===== src/rtl/dense_feature_loader_pkg.sv =====
// -----------------------------------------------------------------------------
// dense_feature_loader_pkg
//
// Shared constants and types for the dense network front end. The loader and
// dense1 both import this package so they agree on the width of one float word
// and on the width of the packed frame bus.
//
// Contents:
//   FLOAT       bit width of one raw IEEE-754 single word
//   NB_INPUT    features per frame (dense1 input count)
//   DENSE*_OUT  output sizes of the downstream dense layers
//   ERR_W       width of the saturating malformed-frame counter
//   float_t / frame_t / cnt_t / err_t   matching typedefs
//   sat_inc()   saturating increment for the error counter
// -----------------------------------------------------------------------------
package dense_feature_loader_pkg;

    localparam int FLOAT      = 32;
    localparam int NB_INPUT   = 42;
    localparam int DENSE1_OUT = 24;
    localparam int DENSE2_OUT = 96;
    localparam int DENSE3_OUT = 22;
    localparam int DENSE4_OUT = 1;
    localparam int ERR_W      = 8;

    localparam int FRAME_W = NB_INPUT * FLOAT;
    localparam int CNT_W   = $clog2(NB_INPUT);

    typedef logic [FLOAT-1:0]   float_t;
    typedef logic [FRAME_W-1:0] frame_t;
    typedef logic [CNT_W-1:0]   cnt_t;
    typedef logic [ERR_W-1:0]   err_t;

    // Counter sticks at all-ones instead of wrapping back to zero.
    function automatic err_t sat_inc(input err_t v);
        return (&v) ? v : v + 1'b1;
    endfunction

endpackage


===== src/rtl/dense_feature_loader_if.sv =====
// -----------------------------------------------------------------------------
// dense_feature_loader_if
//
// Bundles the two streams of the loader:
//   input word stream  : in_data, in_valid, in_last (producer -> loader)
//                        in_ready                   (loader -> producer)
//   output frame stream: frame_out, frame_valid     (loader -> consumer)
//                        frame_ack                  (consumer -> loader)
//
// Handshake rules (both streams): a transfer happens in a cycle where the
// sender's valid and the receiver's ready/ack are both 1 at the rising clock
// edge. While valid is high and the transfer has not happened, the sender
// holds its payload (in_data/in_last, frame_out) unchanged. ready/ack
// asserted without valid has no effect.
//
// Modports:
//   master - producer/consumer side (drives the word stream, acks frames)
//   slave  - the loader itself
// -----------------------------------------------------------------------------
interface dense_feature_loader_if;
    import dense_feature_loader_pkg::*;

    float_t in_data;
    logic   in_valid;
    logic   in_last;
    logic   in_ready;
    frame_t frame_out;
    logic   frame_valid;
    logic   frame_ack;

    modport master (
        output in_data,
        output in_valid,
        output in_last,
        output frame_ack,
        input  in_ready,
        input  frame_out,
        input  frame_valid
    );

    modport slave (
        input  in_data,
        input  in_valid,
        input  in_last,
        input  frame_ack,
        output in_ready,
        output frame_out,
        output frame_valid
    );

endinterface


===== src/rtl/dense_feature_loader_feature_bank.sv =====
// -----------------------------------------------------------------------------
// dense_feature_loader_feature_bank
//
// NB_INPUT x FLOAT register file holding one frame. One synchronous write
// port, and the whole contents presented as a packed read bus with word k at
// [k*FLOAT +: FLOAT].
//
// Ports:
//   clk     rising-edge clock
//   rst     asynchronous active-high reset, clears every word to 0
//   we_i    write enable
//   addr_i  word index to write (0..NB_INPUT-1)
//   data_i  word to write
//   rd_o    packed contents of the bank
// -----------------------------------------------------------------------------
module dense_feature_loader_feature_bank
    import dense_feature_loader_pkg::*;
(
    input  logic   clk,
    input  logic   rst,
    input  logic   we_i,
    input  cnt_t   addr_i,
    input  float_t data_i,
    output frame_t rd_o
);

    float_t mem_q [NB_INPUT];

    // Per-word address compare keeps every index in range even though the
    // address bus can encode values above NB_INPUT-1.
    always_ff @(posedge clk or posedge rst) begin
        if (rst) begin
            for (int i = 0; i < NB_INPUT; i++) begin
                mem_q[i] <= '0;
            end
        end else begin
            for (int i = 0; i < NB_INPUT; i++) begin
                if (we_i && (addr_i == CNT_W'(i))) begin
                    mem_q[i] <= data_i;
                end
            end
        end
    end

    always_comb begin
        rd_o = '0;
        for (int i = 0; i < NB_INPUT; i++) begin
            rd_o[i*FLOAT +: FLOAT] = mem_q[i];
        end
    end

endmodule


===== src/rtl/dense_feature_loader.sv =====
// -----------------------------------------------------------------------------
// dense_feature_loader
//
// Staging stage in front of dense1. Collects NB_INPUT float words, one per
// cycle, and presents them as one packed frame. Two banks form a ping-pong
// buffer: a new frame fills the write bank while the consumer holds the
// frame in the read bank. Frames whose in_last does not line up with word
// NB_INPUT-1 are dropped and counted.
//
// Ports:
//   clk      rising-edge clock
//   rst      asynchronous active-high reset
//   bus      stream interface (slave side): in_data/in_valid/in_last/in_ready
//            word stream in, frame_out/frame_valid/frame_ack frame stream out
//   err_len  one-cycle pulse, the cycle after a malformed frame is dropped
//   err_cnt  saturating count of dropped frames
// -----------------------------------------------------------------------------
module dense_feature_loader
    import dense_feature_loader_pkg::*;
(
    input  logic                    clk,
    input  logic                    rst,
    dense_feature_loader_if.slave   bus,
    output logic                    err_len,
    output err_t                    err_cnt
);

    logic       wr_bank_q, wr_bank_d;
    logic       rd_bank_q, rd_bank_d;
    logic [1:0] full_q,    full_d;
    cnt_t       cnt_q,     cnt_d;
    logic       err_len_q, err_len_d;
    err_t       err_cnt_q, err_cnt_d;

    logic       accept;
    logic       at_end;
    logic       complete;
    logic       malformed;
    logic       ack;
    logic [1:0] bank_we;
    frame_t     bank_rd [2];

    // in_ready depends only on registered state, so there is no
    // combinational path from in_valid back to in_ready.
    assign bus.in_ready = !full_q[wr_bank_q];

    assign accept    = bus.in_valid && bus.in_ready;
    assign at_end    = (cnt_q == CNT_W'(NB_INPUT - 1));
    assign complete  = accept && at_end && bus.in_last;
    // Either in_last arrives early, or the last slot is filled without it.
    assign malformed = accept && (at_end != bus.in_last);
    assign ack       = bus.frame_ack && full_q[rd_bank_q];

    always_comb begin
        wr_bank_d = wr_bank_q;
        rd_bank_d = rd_bank_q;
        full_d    = full_q;
        cnt_d     = cnt_q;
        err_len_d = 1'b0;
        err_cnt_d = err_cnt_q;

        if (accept) begin
            if (complete) begin
                full_d[wr_bank_q] = 1'b1;
                wr_bank_d         = ~wr_bank_q;
                cnt_d             = '0;
            end else if (malformed) begin
                // Bank stays not-full; its partial contents are simply
                // overwritten by the next frame.
                cnt_d     = '0;
                err_len_d = 1'b1;
                err_cnt_d = sat_inc(err_cnt_q);
            end else begin
                cnt_d = cnt_q + 1'b1;
            end
        end

        // Completion needs the write bank empty and ack needs the read bank
        // full, so when both fire they always touch different banks and the
        // two updates to full_d never collide.
        if (ack) begin
            full_d[rd_bank_q] = 1'b0;
            rd_bank_d         = ~rd_bank_q;
        end
    end

    always_ff @(posedge clk or posedge rst) begin
        if (rst) begin
            wr_bank_q <= 1'b0;
            rd_bank_q <= 1'b0;
            full_q    <= 2'b00;
            cnt_q     <= '0;
            err_len_q <= 1'b0;
            err_cnt_q <= '0;
        end else begin
            wr_bank_q <= wr_bank_d;
            rd_bank_q <= rd_bank_d;
            full_q    <= full_d;
            cnt_q     <= cnt_d;
            err_len_q <= err_len_d;
            err_cnt_q <= err_cnt_d;
        end
    end

    // A bank is only written while it is not full, and the read bank is
    // full whenever frame_valid is high, so a presented frame never changes
    // under the consumer.
    for (genvar b = 0; b < 2; b++) begin : g_bank
        assign bank_we[b] = accept && (wr_bank_q == 1'(b));

        dense_feature_loader_feature_bank u_bank (
            .clk    (clk),
            .rst    (rst),
            .we_i   (bank_we[b]),
            .addr_i (cnt_q),
            .data_i (bus.in_data),
            .rd_o   (bank_rd[b])
        );
    end

    assign bus.frame_out   = rd_bank_q ? bank_rd[1] : bank_rd[0];
    assign bus.frame_valid = full_q[rd_bank_q];
    assign err_len         = err_len_q;
    assign err_cnt         = err_cnt_q;

endmodule


===== src/flat_wrapper.sv =====
// flat-port wrapper written by rule: the top's interface ports become plain ports
module dense_feature_loader_flat import dense_feature_loader_pkg::*;
  (clk, rst, err_len, err_cnt, bus_in_data, bus_in_valid, bus_in_last, bus_frame_ack, bus_in_ready, bus_frame_out, bus_frame_valid);
  dense_feature_loader_if bus_i ();
  input  logic clk;
  input  logic rst;
  output logic err_len;
  output err_t err_cnt;
  input wire logic [$bits(bus_i.in_data)-1:0] bus_in_data;
  input wire logic [$bits(bus_i.in_valid)-1:0] bus_in_valid;
  input wire logic [$bits(bus_i.in_last)-1:0] bus_in_last;
  input wire logic [$bits(bus_i.frame_ack)-1:0] bus_frame_ack;
  output wire logic [$bits(bus_i.in_ready)-1:0] bus_in_ready;
  output wire logic [$bits(bus_i.frame_out)-1:0] bus_frame_out;
  output wire logic [$bits(bus_i.frame_valid)-1:0] bus_frame_valid;
  assign bus_i.in_data = bus_in_data;
  assign bus_i.in_valid = bus_in_valid;
  assign bus_i.in_last = bus_in_last;
  assign bus_i.frame_ack = bus_frame_ack;
  assign bus_in_ready = bus_i.in_ready;
  assign bus_frame_out = bus_i.frame_out;
  assign bus_frame_valid = bus_i.frame_valid;
  dense_feature_loader u_core (.clk(clk), .rst(rst), .bus(bus_i), .err_len(err_len), .err_cnt(err_cnt));
endmodule

===== config.mk =====
export PLATFORM = sky130hd
export DESIGN_NAME = dense_feature_loader_flat
export DESIGN_NICKNAME = d
export VERILOG_FILES = /design/src/rtl/dense_feature_loader_pkg.sv /design/src/rtl/dense_feature_loader_if.sv /design/src/rtl/dense_feature_loader_feature_bank.sv /design/src/rtl/dense_feature_loader.sv /design/src/flat_wrapper.sv
export SDC_FILE = /design/constraint.sdc
export NUM_CORES = 2
export LEC_CHECK = 0
export CAP_MARGIN = 40
export CORE_AREA = 2 2 543 545
export CTS_CLUSTER_DIAMETER = 120
export DETAILED_ROUTE_END_ITERATION = 8
export DIE_AREA = 0 0 545 547
export GPL_TIMING_DRIVEN = 0
export MAX_ROUTING_LAYER = met4
export PLACE_DENSITY_LB_ADDON = 0.2
export SYNTH_ARGS = -nofsm -noshare
export SYNTH_HDL_FRONTEND = slang
export SYNTH_SLANG_ARGS = --single-unit

===== constraint.sdc =====
create_clock -name clk -period 87.6 [get_ports clk]
set_input_delay 17.52 -clock clk [delete_from_list [all_inputs] [get_ports clk]]
set_output_delay 17.52 -clock clk [all_outputs]
set_load 0.02 [all_outputs]

==> After elaboration in Yosys (flattened, before gate mapping) <==
Cells that the tools add are included.
{ "word_totals": {"wordCells": 260, "ff_bits": 2707, "inputBits": 37, "output_inout_bits": 1355} }
{ "classes": {"n_bitwise": 7, "n_addsub": 2, "eq_ne": 42, "n_lt_le_gt_ge": 4, "reduce_logical": 98, "muxes": 17} }
{ "ops": {"columns": ["cell", "count"], "rows": [
  ["1344-bit 2-to-1 mux", 1],
  ["6-bit by 5-bit equality test with 1-bit output (second input constant)", 16],
  ["1-bit logical AND", 93],
  ["6-bit equality test (second input constant)", 10],
  ["6-bit by 4-bit equality test with 1-bit output (second input constant)", 8],
  ["6-bit by 3-bit equality test with 1-bit output (second input constant)", 4],
  ["6-bit by 2-bit equality test with 1-bit output (second input constant)", 2],
  ["6-bit 2-to-1 mux", 2],
  ["1-bit 2-to-1 mux", 9],
  ["8-bit by 1-bit adder with 8-bit output (second input constant)", 1],
  ["8-bit AND reduction", 1],
  ["6-bit by 1-bit adder with 6-bit output (second input constant)", 1],
  ["6-bit by 1-bit equality test with 1-bit output (second input constant)", 1],
  ["6-bit logical NOT", 1],
  ["2-bit 2-to-1 mux", 3],
  ["1-bit by 2-bit < comparator with 1-bit output (second input constant)", 2],
  ["1-bit inverter", 4],
  ["4-bit AND reduction", 1],
  ["2-bit AND", 1],
  ["1-bit demux with 1-bit select", 2],
  ["1-bit greater-or-equal comparator (second input constant)", 2],
  ["2-bit inverter", 1],
  ["2-bit OR", 1],
  ["2-bit AND reduction", 1],
  ["2 further kinds", 2]
]} }

==> Depth between registers and ports, before layout <==
{ "depth": {"ltp_word": 10, "mapped_depth": 10, "mapped_depth_nobuf": 7} }

==> Hierarchy <==
From an unflattened synthesis, not the netlist that was laid out.
{ "hier_totals": {"hier_cells": 7636, "area_unflattened_um2": 117778.0} }
{ "by_module_without_submodules": {"columns": ["mod", "cells_each", "area_per_inst_um2", "seq_area_each_um2", "n_inst"], "rows": [
  ["dense_feature_loader_feature_bank", 3021, 50435.9, 33632.3, 2],
  ["dense_feature_loader", 1594, 16906.2, 475.5, 1]
]} }

==> Worst setup path before layout <==
Ideal clock, no wire load.
{ "synth_timing": {"path_type": "reg-to-output", "from": "register u_core.rd_bank_q", "to": "output port bus_frame_out[278]", "setup_slack_ns": 68.417, "required_time_ns": 70.080, "arrival_ns": 1.663, "n_path_buf": 4, "path_stages_with_launch": 6, "cell_sequence": "dfrtp_1 > clkbuf_1 > clkbuf_1 > clkbuf_1 > buf_2 > mux2_2"} }
{ "synth_between": {"elab_chain_cells": 1} }
{ "synth_lines": {"columns": ["element", "line", "text"], "rows": [
  ["start, declared", "dense_feature_loader.sv:29", "logic rd_bank_q, rd_bank_d;"],
  ["start signal, assigned", "dense_feature_loader.sv:97", "rd_bank_q <= rd_bank_d;"],
  ["1344-bit 2-to-1 mux", "dense_feature_loader.sv:121", "assign bus.frame_out = rd_bank_q ? bank_rd[1] : bank_rd[0];"],
  ["end, declared", "flat_wrapper.sv:14", "output wire logic [$bits(bus_i.frame_out)-1:0] bus_frame_out;"]
]} }
Every way passes these cells.

==> Final worst setup path <==
{ "layout_timing": {"from": "register u_core.rd_bank_q", "to": "output port bus_frame_out[553]"} }
Same word-level chain as after synthesis.

==> metrics.txt <==
status=finished, final reports clean; total of max-cap violations=0; nature of the critical path startpoint=register; post-synth cell types=36; Fin Clk Skew=0.04806 ns; r2r worst-path depth=7; Syn Nets=7752; worst hold-check path type=reg2reg; Worst Path Buf+Inv=7; Mapped Area=0.1172 mm^2; CP Cell Sequence=clkbuf_1, buf_6, clkbuf_1, buf_6, clkbuf_1, buf_2, mux2_2, clkdlybuf4s50_1; RSZ-0062 raised after global routing=no; crit path DAT=5.04 ns; critical path peak fanout=10; initial drt markers=6161; gr usage total=between 30 and 40%; CP dominant cell by count=clkbuf_1; synthesized area per cell=15.20 um^2; CTS root buffer=clkbuf_16; worst setup margin=65.04 ns; DIE WIDTH=around 550 um; CTS tree=built; Clock Path Buffers=4; Final min period=about 23 ns; Slew headroom=32.96%; DPL Wire Length=roughly 390000 um; Syn Inst Count=7710; Filler cells=24620; number of global-route vias before repair=~79000; num rows=199; routed length per placed instance=between 30 and 40 um; Critical-path top delay cell=clkbuf_1; CP top delay family=buffers and inverters; Die Ht=547 um; Sink Count=2707; Tcrit/Tclk final=25.76%; Die ar.=between 0.2 and 0.3 mm^2; Slew Viols, Final=0; Via Count=~76000; GRT overflow=0; Pwr Density=between 15 and 20 mW/mm^2; worst endpoint required time=70.08 ns; Clock Pin Slew Worst Setup and Hold Paths=approximately 0.06 ns; Pleak=73.71 nW; antenna viol nets, final=0; post-CTS sizing=0; largest net degree at the start of global routing=42; area delta synth->final=28.18%; Final nets=9696; setup TNS=0 ns; non-filler instance count after layout=approximately 14000; top post-synthesis cells by area=dfrtp_1 58%, mux2_2 37%, mux2_1 1.6%; Slew @ Worst Pin=1.006 ns; Clock Latency Late Sink=0.92 ns; highest attainable clock frequency=between 0.04 and 0.05 GHz; most frequent cells in the layout=3831 x mux2_2, 2707 x dfrtp_1, 1358 x clkdlybuf4s50_1; Yosys top cell area share=roughly 58%; DRC=0; I/O Buffers=1358; most common cell after layout, fill and taps aside=mux2_2; Placement Setup Slack=approximately 66 ns; Yosys reg bits=2707; final hold vios=0; Vias per Instance=between 5 and 6; 1st-pass router iterations=6; CP max stage delay=0.70 ns; post-CTS setup buffer count=0; antenna violations before repair=45; yosys warns=0; final core occ=roughly half; total stage count of the critical path=8; nature of the critical path endpoint=output port; Routed WL=between 500000 and 600000 um; htree depth=5; global-route wire length before repair=approximately 670000 um; area of the multi-input gates=0.04642 mm^2; core area=about 0.29 mm^2; Reg area=0.06774 mm^2; Ports=1392; part of the Yosys area used for sequential elements=57.78%; Synth area leader=dfrtp_1; hold path depth=2; Num CTS Buffers=305; # hold bufs at CTS=0; layout cells sized above 1=49.90%; routability cong.=0.9277; Post-Place Cells=13270; Initial Util=40.07%; Worst VDD drop=around 0.015 mV; critical path type=reg2out; Setup violations, final=0
==> where the power goes <==
group	internal, mW	switching [mW]
sequential	1.29	0.0217
combinational	0.146	0.223
clock	0.761	0.559
total	2.20	0.803
==> tightest hold or removal path, delay by kind of cell (launching register included) <==
family / cells / cell delay, ns
flip-flops: 1 / 0.34
AND/OR/NAND/NOR: 2 / 0.10
==> layer usage <==
metal  up-vias  wire length [um]  GRT usage (%)
li1      31200                 -              -
met4         0             28170          16.22
met2      2783            219000          48.91
met3       724             37720          8.088
met5         -                 0              -
met1     41360            215800          44.97
==> sequential cells by signal, summed over array words and instances, names as in the netlist <==
register,count
u_core.cnt_q,6
u_core.err_cnt,8
u_core.err_len,1
u_core.full_q,2
u_core.g_bank.u_bank.rd_o,2688
u_core.rd_bank_q,1
u_core.wr_bank_q,1
==> cell usage after synthesis <==
master,count
nand3b_1,1
nand4_1,3
nand3_1,24
and2b_1,1
a31oi_1,4
mux2_1,171
buf_4,2
mux2_2,3831
or3_1,1
inv_1,5
nand3_2,5
dfrtp_1,2707
o2bb2ai_1,1
and2_1,6
o31ai_1,2
buf_1,14
ha_1,5
buf_2,312
and2_0,1
mux2i_1,1
nand2b_1,3
o211ai_1,1
nor2_1,50
clkbuf_1,380
nor4_1,1
or2_2,1
nor2b_1,4
a21oi_1,8
and3_1,2
and4bb_2,1
and4bb_1,1
xor2_1,1
xnor2_1,3
o21ai_0,12
nand2_1,144
and3b_1,1
==> area by class of cell <==
class | count | area share, %
Tap cell | 3919 | 3.263
Multi-Input combinational cell | 4290 | 30.89
Sequential cell | 2707 | 45.08
Clock inverter | 92 | 0.8618
Antenna cell | 41 | 0.06828
Clock buffer | 441 | 5.934
Timing Repair Buffer | 1637 | 11.83
Buffer | 708 | 2.053
Inverter | 5 | 0.01499
==> cells by family (layout without fill, tap and decap cells) <==
| logic type | after synthesis | count (layout) | share of synthesized area (%) |
|---|---|---|---|
| xor+xnor | 4 | 4 | 0.02989 |
| compound gates | 28 | 28 | 0.1334 |
| fa+ha+maj | 5 | 5 | 0.05337 |
| flops | 2707 | 2707 | 57.78 |
| buf+inv | 713 | 2883 | 2.622 |
| simple gates | 250 | 250 | 0.9254 |
| other cells | 0 | 41 | 0 |
| mux | 4003 | 4003 | 38.45 |
==> worst paths after layout <==
| path | slack (ns) | startpoint | endpoint |
|---|---|---|---|
| max in group asynchronous | 66.62 | rst | u_core.g_bank[1].u_bank.rd_o[930]$_DFFE_PP0P_ |
| min in group asynchronous | 17.01 | rst | u_core.g_bank[1].u_bank.rd_o[303]$_DFFE_PP0P_ |
| worst min-delay path | 0.47 | u_core.g_bank[1].u_bank.rd_o[1324]$_DFFE_PP0P_ | u_core.g_bank[1].u_bank.rd_o[1324]$_DFFE_PP0P_ |
| worst max-delay path | 65.04 | u_core.rd_bank_q$_DFFE_PP0P_ | bus_frame_out[553] |
| worst min register to register | 0.47 | u_core.g_bank[1].u_bank.rd_o[1324]$_DFFE_PP0P_ | u_core.g_bank[1].u_bank.rd_o[1324]$_DFFE_PP0P_ |
| worst max register to register | 83.81 | u_core.cnt_q[0]$_DFFE_PP0N_ | u_core.g_bank[0].u_bank.rd_o[1162]$_DFFE_PP0P_ |
==> metrics by stage <==
stage / total power [mW] / cell area [um^2] / hold slack, ns
5_1_grt: 3.087 / 150200 / 0.4883
3_5_place_dp: 1.704 / 140000 / 0.4539
3_3_place_gp: 1.695 / 135700 / 0.4520
2_1_floorplan: 1.507 / 117200 / 0.4331
4_1_cts: 3.021 / 150200 / 0.4692
6_report: 3.002 / 150300 / 0.4674
Power figures use the tool's default switching activity.
